File: src/rtl/pulse_sync_pkg.sv
// Shared definitions for the pulse spacer and the async pulse synchronizer benches.
// Holds the spacer FSM state type, default sizing constants and a sizing helper.
package pulse_sync_pkg;

  localparam int PULSE_MIN_GAP_DFLT = 3;
  localparam int PULSE_CNT_W_DFLT   = 4;

  typedef enum logic [0:0] {
    ST_IDLE = 1'b0,
    ST_GAP  = 1'b1
  } pulse_state_e;

  // Width of a down-counter that must hold the value min_gap.
  function automatic int gap_cnt_width(input int min_gap);
    return (min_gap < 2) ? 1 : $clog2(min_gap + 1);
  endfunction

endpackage

File: src/rtl/sat_updown_cnt.sv
// Saturating up/down counter with full/empty flags; simultaneous inc and dec cancel.
// Never wraps; a decrement request while empty is flagged by an assertion.
module sat_updown_cnt #(
  parameter int W = 4
) (
  input  logic         clk,
  input  logic         rst,
  input  logic         inc,
  input  logic         dec,
  output logic [W-1:0] cnt,
  output logic         full,
  output logic         empty
);

  logic [W-1:0] cnt_q;
  logic [W-1:0] cnt_d;

  assign full  = (cnt_q == {W{1'b1}});
  assign empty = (cnt_q == '0);
  assign cnt   = cnt_q;

  always_comb begin
    // NOTE: assign a default before any branch so no path leaves cnt_d unassigned (latch).
    cnt_d = cnt_q;
    unique case ({inc, dec})
      2'b10:   if (!full)  cnt_d = cnt_q + 1'b1;
      2'b01:   if (!empty) cnt_d = cnt_q - 1'b1;
      default: cnt_d = cnt_q;
    endcase
  end

  // NOTE: sequential state uses non-blocking assignments so all flops update together.
  always_ff @(posedge clk or posedge rst) begin
    if (rst) cnt_q <= '0;
    else     cnt_q <= cnt_d;
  end

  underflow_chk: assert property (@(posedge clk) disable iff (rst) !(dec && !inc && empty))
    else $error("sat_updown_cnt: decrement requested while empty");

endmodule

File: src/rtl/pulse_spacer.sv
// Re-emits single-cycle event pulses one at a time with at least MIN_GAP idle
// cycles between outputs, buffering up to 2^CNT_W-1 pending events.
module pulse_spacer
  import pulse_sync_pkg::*;
#(
  parameter int MIN_GAP = PULSE_MIN_GAP_DFLT,
  parameter int CNT_W   = PULSE_CNT_W_DFLT
) (
  input  logic             clk,
  input  logic             rst,
  input  logic             in_pulse,
  input  logic             clr_ovf,
  output logic             out_pulse,
  output logic [CNT_W-1:0] pending,
  output logic             busy,
  output logic             overflow
);

  localparam int               GAP_W    = gap_cnt_width(MIN_GAP);
  localparam logic [GAP_W-1:0] GAP_LOAD = GAP_W'(MIN_GAP);

  if (MIN_GAP < 1) begin : g_bad_min_gap
    $fatal(1, "pulse_spacer: MIN_GAP must be >= 1");
  end

  pulse_state_e     state_q, state_d;
  logic [GAP_W-1:0] gap_cnt_q, gap_cnt_d;
  logic             out_pulse_q, out_pulse_d;
  logic             ovf_q, ovf_d;

  logic issue;
  logic drop;
  logic accept;
  logic pend_full;
  logic pend_empty;

  always_comb begin
    issue  = (state_q == ST_IDLE) && (!pend_empty || in_pulse);
    // Only a full counter with no simultaneous issue loses the incoming event.
    drop   = in_pulse && pend_full && !issue;
    accept = in_pulse && !drop;

    state_d     = state_q;
    gap_cnt_d   = gap_cnt_q;
    out_pulse_d = 1'b0;
    unique case (state_q)
      ST_IDLE: begin
        if (issue) begin
          out_pulse_d = 1'b1;
          gap_cnt_d   = GAP_LOAD;
          state_d     = ST_GAP;
        end
      end
      ST_GAP: begin
        gap_cnt_d = gap_cnt_q - 1'b1;
        if (gap_cnt_q == GAP_W'(1)) state_d = ST_IDLE;
      end
      default: state_d = ST_IDLE;
    endcase

    // A drop in the same cycle as a clear keeps the flag set.
    if (drop)         ovf_d = 1'b1;
    else if (clr_ovf) ovf_d = 1'b0;
    else              ovf_d = ovf_q;
  end

  always_ff @(posedge clk or posedge rst) begin
    if (rst) begin
      state_q     <= ST_IDLE;
      gap_cnt_q   <= '0;
      out_pulse_q <= 1'b0;
      ovf_q       <= 1'b0;
    end else begin
      state_q     <= state_d;
      gap_cnt_q   <= gap_cnt_d;
      out_pulse_q <= out_pulse_d;
      ovf_q       <= ovf_d;
    end
  end

  // An input accepted in the same cycle as an issue cancels out, so a direct
  // pass-through event never touches the counter.
  sat_updown_cnt #(
    .W (CNT_W)
  ) u_pend_cnt (
    .clk   (clk),
    .rst   (rst),
    .inc   (accept),
    .dec   (issue),
    .cnt   (pending),
    .full  (pend_full),
    .empty (pend_empty)
  );

  assign out_pulse = out_pulse_q;
  assign overflow  = ovf_q;
  assign busy      = (state_q == ST_GAP) || !pend_empty;

endmodule

File: config.mk
export PLATFORM = sky130hd
export DESIGN_NAME = pulse_spacer
export DESIGN_NICKNAME = d
export VERILOG_FILES = /design/src/rtl/pulse_sync_pkg.sv /design/src/rtl/sat_updown_cnt.sv /design/src/rtl/pulse_spacer.sv
export SDC_FILE = /design/constraint.sdc
export NUM_CORES = 1
export LEC_CHECK = 0
export ABC_AREA = 1
export CAP_MARGIN = 20
export CORE_AREA = 2 2 39 41
export CTS_BUF_LIST = sky130_fd_sc_hd__clkbuf_16
export DETAILED_ROUTE_END_ITERATION = 10
export DIE_AREA = 0 0 41 43
export GPL_ROUTABILITY_DRIVEN = 0
export PLACE_DENSITY = 0.69
export SYNTH_ARGS = -nofsm -noshare
export SYNTH_HDL_FRONTEND = slang
export SYNTH_HIERARCHICAL = 1
export SYNTH_SLANG_ARGS = --single-unit
File: constraint.sdc
create_clock -name clk -period 2.1 [get_ports clk]
set_input_delay 0.525 -clock clk [delete_from_list [all_inputs] [get_ports clk]]
set_output_delay 0.525 -clock clk [all_outputs]
set_load 0.01 [all_outputs]
==> out/summary.log, run 1 <==
INFO  run_status     outcome=complete, no violations
INFO  placed_design  detailedPlacementHpwl=933.2um
INFO  floorplanning  i_o_pin_cnt=11
INFO  layout         final_core_density=60.13%
INFO  sta            layout_worst_path_cycle_share=89.75%
INFO  layout         antennaDiodeCount=0
INFO  clock_network  clock_tree.htree_level_count=1
INFO  run            max_cap_viol=0
INFO  yosys          ys_seq_elements=9
INFO  detailed_routing post-route-drc-count=0
INFO  floorplanning  floorplan.initialDensity=40.42%
INFO  yosys          asyncSetResetFlopFracSynth=100.0%
INFO  setup_path     critPathSlowestCell=sky130_fd_sc_hd__dfrtp_2
INFO  setup_path     path_cells=inv_1 -> nand4_1 -> inv_2 -> a21oi_2 -> buf_4 -> nand2_2 -> nand2_1 -> nand2_1 -> inv_1 -> ha_1 -> inv_1 -> nand2_1 -> xor2_1 -> o21ai_1
INFO  global_route   grt_first_pass_wirelength=2090um
INFO  detailed_routing wirelength=1218um
INFO  yosys          ys.flop_type=sky130_fd_sc_hd__dfrtp_1
INFO  yosys          synth_largest_area_cell=sky130_fd_sc_hd__dfrtp_1
INFO  sta            finalHoldWorstSlack=0.5104ns
INFO  pwr            power.leakage=0.0004599uW
INFO  detailed_routing final_antenna_net_count=0
INFO  pwr            peakVddDrop=0.9052mV
INFO  sta            setup_viol_count_final=0
INFO  yosys          synth_edf_count=0
INFO  sta            slew_violations=0
INFO  setup_path     critPathMaxStageDelay=0.44ns
INFO  yosys          syn_avg_cell_area=7.170um^2
INFO  setup_path     worstPathMaxFanout=6
INFO  global_route   grt_antenna_before_repair=0
INFO  worst_hold_path holdCritPathClass=in2async
INFO  clock_network  clkLatencyLatePin=0.23ns
INFO  floorplanning  die_w=41um
INFO  clock_network  cts_tree=yes
INFO  clock_network  clock_path_buffers=2
INFO  layout         drive_gt1_share=27.00%
INFO  detailed_routing vias_per_cell=4.629
INFO  floorplanning  placeableCoreArea=1384um^2
INFO  setup_path     timing.critical_path.to_type=flip-flop
INFO  yosys          syn-cell-area=559.3um^2
INFO  sta            fin_setup_tns=0ns
INFO  layout         final_cell_count_no_fill=116
INFO  floorplanning  fp-row-count=14
INFO  sta            skew=0.002659ns
INFO  detailed_routing drt_pass1_iterations=3
INFO  sta            final_hold_viol_count=0
INFO  yosys          synth-seq-area-share=40.27%
INFO  global_route   grt_start_max_net_pins=7
INFO  placed_design  dp_slack=-0.1051ns
INFO  yosys          synth.lib_cells_used.distinct=16
INFO  setup_path     critical_path_required=2.26ns
INFO  clock_network  clk_pin_slew_worst_paths=0.04ns
INFO  layout         layout.nets=107
INFO  clock_network  cts.sinks=9
INFO  sta            fmax=530.6MHz
INFO  global_route   number_of_global_route_vias_before_repair=512
INFO  yosys          synthesis.nets=84
INFO  yosys          synth.cells.most_frequent=20 x sky130_fd_sc_hd__nand2_1, 16 x sky130_fd_sc_hd__inv_1, 9 x sky130_fd_sc_hd__dfrtp_1
INFO  floorplanning  die_h=43um
INFO  yosys          synth_warnings=6
INFO  floorplanning  floorplan.die_area=1763um^2
INFO  sta            worst_slew_margin_rel=82.76%
INFO  placed_design  io_buffer_count=10
INFO  clock_network  cts_hold_buf=0
INFO  detailed_routing via_count=537
INFO  placed_design  placed_cells=111
INFO  clock_network  cts_root_buffer=sky130_fd_sc_hd__clkbuf_16
INFO  pwr            powerDensity=1605nW/um^2
INFO  yosys          syn_inst=78
INFO  clock_network  number_of_buffers_inserted_during_clock_tree_synthesis=3
INFO  sta            worstMarginPinSlew=0.2587ns
INFO  global_route   globalRouteTotalUtil=17.19%
INFO  yosys          synth_largest_type_area_fraction=40.27%
INFO  setup_path     setup.worst_path.start_class=flip-flop
INFO  layout         area.growth.synth_to_final=48.77%
INFO  detailed_routing detailedRoute.firstIterationViolations=8
INFO  setup_path     ff2ff_path_depth=14
INFO  global_route   globalRouteOverflowTotal=0
INFO  layout         fill_cells=119
INFO  yosys          dominant_cells_by_area_after_synthesis=sky130_fd_sc_hd__dfrtp_1 40%, sky130_fd_sc_hd__nand2_1 13%, sky130_fd_sc_hd__inv_1 11%
INFO  sta            finalCriticalPeriod=1.885ns
INFO  layout         area_of_the_multi_input_gates=262.8um^2
INFO  setup_path     cp.arrival=2.04ns
INFO  layout         sequential_standard_cell_area=226.5um^2
INFO  yosys          synthMostInstantiatedCell=sky130_fd_sc_hd__nand2_1
INFO  sta            setup_ws=0.2152ns
INFO  detailed_routing routed_wire_length_per_instance=10.50um
INFO  setup_path     timing.setup.critical_path_class=reg2reg
-- metal layers --
layer  vias up  GRT usage, %  wire length [um]
li1        280             -                 -
met1       250         20.13               536
met2         7         29.38               645
met3         0         1.571                35
met4         0         8.000                 0
met5         -             0                 0
-- flip-flops by register name, summed over array words and instances (netlist names) --
| name | flops |
|---|---|
| overflow | 1 |
| state_q | 1 |
| u_pend_cnt/cnt | 4 |
| out_pulse | 1 |
| gap_cnt_q | 2 |
-- timing repair --
item                                    4_1_cts  5_1_grt
resized for setup                             2        6
endpoints found under the setup margin        1        3
pin swaps                                     0        1
cloned                                        0        0
setup buffers                                 0        1
-- cell families after synthesis --
| group | after synthesis | synth area share (%) |
|---|---|---|
| simple gates | 36 | 30.20 |
| xor+xnor | 3 | 4.699 |
| compound gates | 7 | 6.263 |
| buf+inv | 21 | 14.09 |
| flops | 9 | 40.27 |
| fa+ha+maj | 2 | 4.474 |
-- worst max-delay path, delay by kind of cell (launching register included) --
| kind | cells | cell delay (ns) |
|---|---|---|
| adder cells (fa/ha/maj) | 1 | 0.16 |
| flip-flops | 1 | 0.44 |
| AND/OR/NAND/NOR | 5 | 0.40 |
| AO/OA/AOI/OAI | 2 | 0.17 |
| XOR/XNOR | 1 | 0.15 |
| buffers and inverters | 5 | 0.47 |
-- final timing paths --
| check | startpoint | to | slack, ns |
|---|---|---|---|
| worst min-delay path | rst | u_pend_cnt/cnt[1]$_DFFE_PP0P_ | 0.51 |
| worst max-delay path | u_pend_cnt/cnt[0]$_DFFE_PP0P_ | u_pend_cnt/cnt[2]$_DFFE_PP0P_ | 0.22 |
| min in group clk | gap_cnt_q[0]$_DFFE_PP0P_ | gap_cnt_q[0]$_DFFE_PP0P_ | 0.51 |
| worst max register to register | u_pend_cnt/cnt[0]$_DFFE_PP0P_ | u_pend_cnt/cnt[2]$_DFFE_PP0P_ | 0.22 |
| worst min register to register | gap_cnt_q[0]$_DFFE_PP0P_ | gap_cnt_q[0]$_DFFE_PP0P_ | 0.51 |
| max in group asynchronous | rst | state_q$_DFF_PP0_ | 1.40 |
-- power breakdown --
group / total, uW / switching [uW] / internal [uW] / leakage [uW]
clock network: 325 / 77.2 / 248 / 0.0000423
registers: 358 / 100 / 258 / 0.000107
logic: 652 / 341 / 311 / 0.000310
-- layout by cell type, fill, tap and decap left out, types with 3 or more instances in the layout --
| cell type | netlist | final |
|---|---|---|
| sky130_fd_sc_hd__nand4_1 | 3 | 3 |
| sky130_fd_sc_hd__inv_2 | 5 | 8 |
| sky130_fd_sc_hd__clkdlybuf4s50_1 | 0 | 8 |
| sky130_fd_sc_hd__nand2_2 | 3 | 3 |
| sky130_fd_sc_hd__nand2_1 | 20 | 20 |
| sky130_fd_sc_hd__inv_1 | 16 | 14 |
| sky130_fd_sc_hd__xor2_1 | 3 | 3 |
| sky130_fd_sc_hd__nand3_1 | 6 | 6 |
| sky130_fd_sc_hd__clkbuf_16 | 0 | 3 |
| sky130_fd_sc_hd__dfrtp_1 | 9 | 8 |
| sky130_fd_sc_hd__o21ai_0 | 4 | 4 |
| sky130_fd_sc_hd__buf_4 | 0 | 8 |
-- through the flow --
step	total power, uW	instance area, um^2
after floorplan	720.8	559.3
after global placement	957.1	732.0
after detailed placement	980.2	732.0
after CTS	1318	812.0
after global routing	1460	832.0
final	1335	832.0
-- layout make-up --
class,instances,share of cell area (%)
multi-input combinational,48,31.58
sequential,9,27.22
timing repair buffer,18,19.85
inverter,21,9.474
clock buffer,3,9.023
tap,16,2.406
clock inverter,1,0.4511
Note: power is estimated with default switching activity, not from simulation.
==> inputs of run 2 (changes only) <==
--- a/config.mk
+++ b/config.mk
@@ -12,6 +12,7 @@
 export DETAILED_ROUTE_END_ITERATION = 10
 export DIE_AREA = 0 0 41 43
 export GPL_ROUTABILITY_DRIVEN = 0
+export GPL_TIMING_DRIVEN = 0
 export PLACE_DENSITY = 0.69
 export SYNTH_ARGS = -nofsm -noshare
 export SYNTH_HDL_FRONTEND = slang
==> out/summary.log, run 2 (synthesized netlist as in run 1, its figures left out) <==
INFO  run_status     outcome=complete, no violations
INFO  floorplanning  i_o_pin_cnt=11 [unchanged]
INFO  placed_design  dpl-instance-area=679.4um^2 [-7.2%]
INFO  layout         design_area=812.0um^2 [-2.4%]
INFO  clock_network  clock_tree.htree_level_count=1 [unchanged]
INFO  clock_network  number_of_buffers_inserted_during_clock_tree_synthesis=3 [unchanged]
INFO  floorplanning  floorplan.die_area=1763um^2 [unchanged]
INFO  floorplanning  die_h=43um [unchanged]
INFO  sta            skew=0.0006933ns [-0.001965 ns]
INFO  global_route   grt_first_pass_wirelength=1794um [-14%]
INFO  global_route   grt_antenna_before_repair=0 [unchanged]
INFO  detailed_routing final_antenna_net_count=0 [unchanged]
INFO  floorplanning  die_w=41um [unchanged]
INFO  layout         largest_register_ffs=4 [unchanged]
INFO  global_route   globalRouteOverflowTotal=0 [unchanged]
INFO  setup_path     timing.critical_path.to_type=flip-flop
INFO  detailed_routing routed_wire_length_per_instance=10.04um [-4.4%]
INFO  detailed_routing wirelength=1104um [-9.4%]
INFO  clock_network  clock_path_buffers=2 [unchanged]
INFO  layout         area_of_the_multi_input_gates=277.8um^2 [+5.7%]
INFO  layout         drive_gt1_share=21.28% [-5.7 points]
INFO  pwr            peakVddDrop=0.8445mV [-6.7%]
INFO  placed_design  io_buffer_count=10 [unchanged]
INFO  sta            layout_worst_path_cycle_share=94.63% [+4.9 points]
INFO  layout         fill_cells=131 [+10%]
INFO  pwr            power.leakage=0.0004291uW [-6.7%]
INFO  global_route   grt_start_max_net_pins=7 [unchanged]
INFO  sta            fin_setup_tns=0ns [unchanged]
INFO  floorplanning  placeableCoreArea=1384um^2 [unchanged]
INFO  sta            worstMarginPinSlew=0.3104ns [+0.05177 ns]
INFO  sta            finalCriticalPeriod=1.987ns [+0.1024 ns]
INFO  detailed_routing detailedRoute.firstIterationViolations=2 [-6]
INFO  detailed_routing drt_pass1_iterations=2 [-1]
INFO  clock_network  cts_root_buffer=sky130_fd_sc_hd__clkbuf_16
INFO  placed_design  dp_slack=-0.2725ns [-0.1674 ns]
INFO  sta            worst_slew_margin_rel=79.30% [-3.5 points]
INFO  detailed_routing vias_per_cell=4.655 [+0.55%]
INFO  sta            setup_ws=0.1129ns [-0.1024 ns]
INFO  global_route   number_of_global_route_vias_before_repair=445 [-13%]
INFO  clock_network  cts_hold_buf=0 [unchanged]
INFO  setup_path     timing.setup.critical_path_class=in2reg
INFO  sta            setup_viol_count_final=0 [unchanged]
INFO  detailed_routing via_count=512 [-4.7%]
INFO  floorplanning  floorplan.initialDensity=40.42% [unchanged]
INFO  setup_path     worstPathMaxFanout=4 [-2]
INFO  clock_network  cts.sinks=9 [unchanged]
INFO  setup_path     setup.worst_path.start_class=input port
INFO  layout         antennaDiodeCount=0 [unchanged]
INFO  worst_hold_path holdCritPathClass=in2async
INFO  global_route   globalRouteTotalUtil=15.65% [-1.5 points]
INFO  pwr            powerDensity=1605nW/um^2 [about the same]
INFO  layout         layout_common_cells=20 x sky130_fd_sc_hd__nand2_1, 15 x sky130_fd_sc_hd__inv_1, 9 x sky130_fd_sc_hd__clkdlybuf4s50_1
INFO  clock_network  cts_tree=yes
INFO  clock_network  clk_pin_slew_worst_paths=0.04ns [about the same]
INFO  layout         final_common_cell=sky130_fd_sc_hd__nand2_1
INFO  layout         layout.nets=101 [-5.6%]
INFO  layout         final_core_density=58.68% [-1.4 points]
INFO  sta            final_hold_viol_count=0 [unchanged]
INFO  layout         sequential_standard_cell_area=226.5um^2 [unchanged]
INFO  sta            fmax=503.2MHz [-5.2%]
INFO  setup_path     critical_path_required=2.26ns [about the same]
INFO  sta            slew_violations=0 [unchanged]
INFO  placed_design  detailedPlacementHpwl=879um [-5.8%]
INFO  layout         area.growth.synth_to_final=45.19%
INFO  clock_network  clkLatencyLatePin=0.23ns [about the same]
INFO  sta            finalHoldWorstSlack=0.5120ns [+0.001686 ns]
INFO  setup_path     cp.arrival=2.14ns [+0.10 ns]
INFO  sta            rsz_0062_raised_after_global_routing=yes
INFO  floorplanning  fp-row-count=14 [unchanged]
INFO  run            max_cap_viol=0 [unchanged]
INFO  setup_path     ff2ff_path_depth=13 [-1]
INFO  detailed_routing post-route-drc-count=0 [unchanged]
==> run 2: area by class of cell <==
cell class	count	area share, %
clock buffers	3	9.245
clock inverters	1	0.4622
inverters	21	9.707
multi-input cells	48	34.21
flip-flops and latches	9	27.89
well taps	16	2.465
repair buffers	12	16.02
==> run 2: through the flow <==
stage	total power, uW	std cells
2_1_floorplan	720.8	78
3_3_place_gp	894.4	104
3_5_place_dp	914.6	104
4_1_cts	1253	108
5_1_grt	1406	110
6_report	1303	110
==> run 2: path summary, 6_finish.rpt <==
check                                         startpoint                            end  slack [ns]
min in group clk                gap_cnt_q[0]$_DFFE_PP0P_       gap_cnt_q[0]$_DFFE_PP0P_        0.52
hold / removal                                       rst  u_pend_cnt/cnt[3]$_DFFE_PP0P_        0.51
setup / recovery                                in_pulse  u_pend_cnt/cnt[2]$_DFFE_PP0P_        0.11
max in group asynchronous                            rst            out_pulse$_DFF_PP0_        1.42
setup reg to reg           u_pend_cnt/cnt[1]$_DFFE_PP0P_  u_pend_cnt/cnt[2]$_DFFE_PP0P_        0.13
hold reg to reg                 gap_cnt_q[0]$_DFFE_PP0P_       gap_cnt_q[0]$_DFFE_PP0P_        0.52
==> run 2: routing by layer <==
| layer | GRT usage, % | share of wire (%) | vias to the layer above |
|---|---|---|---|
| met4 | 10.00 | 2.2 | 0 |
| li1 | - | - | 270 |
| met3 | 5.236 | 4.5 | 4 |
| met5 | 0 | 0 | - |
| met2 | 24.69 | 50 | 8 |
| met1 | 16.72 | 43 | 230 |
==> run 2: worst max-delay path, cell delays in order <==
cell	delay [ns]
sky130_fd_sc_hd__clkdlybuf4s50_1	0.49
sky130_fd_sc_hd__inv_2	0.08
sky130_fd_sc_hd__a21oi_4	0.18
sky130_fd_sc_hd__nand3_1	0.15
sky130_fd_sc_hd__nand2_1	0.12
sky130_fd_sc_hd__inv_1	0.05
sky130_fd_sc_hd__ha_1	0.17
sky130_fd_sc_hd__inv_1	0.05
sky130_fd_sc_hd__nand2_1	0.05
sky130_fd_sc_hd__xor2_1	0.16
sky130_fd_sc_hd__o21ai_1	0.11
==> run 2: report_power, final <==
part           switching (uW)  internal [uW]  leakage, uW  total [uW]
combinational             333            292     0.000280         625
clock                    72.0            248    0.0000423         320
sequential                101            258     0.000107         358
total                     506            797     0.000429        1300
==> run 2: repair_timing <==
| action | in CTS | in global routing |
|---|---|---|
| setup endpoints to repair | 2 | 2 |
| pin swaps | 0 | 1 |
| setup buffers | 0 | 2 |
| gates resized for setup | 3 | 5 |
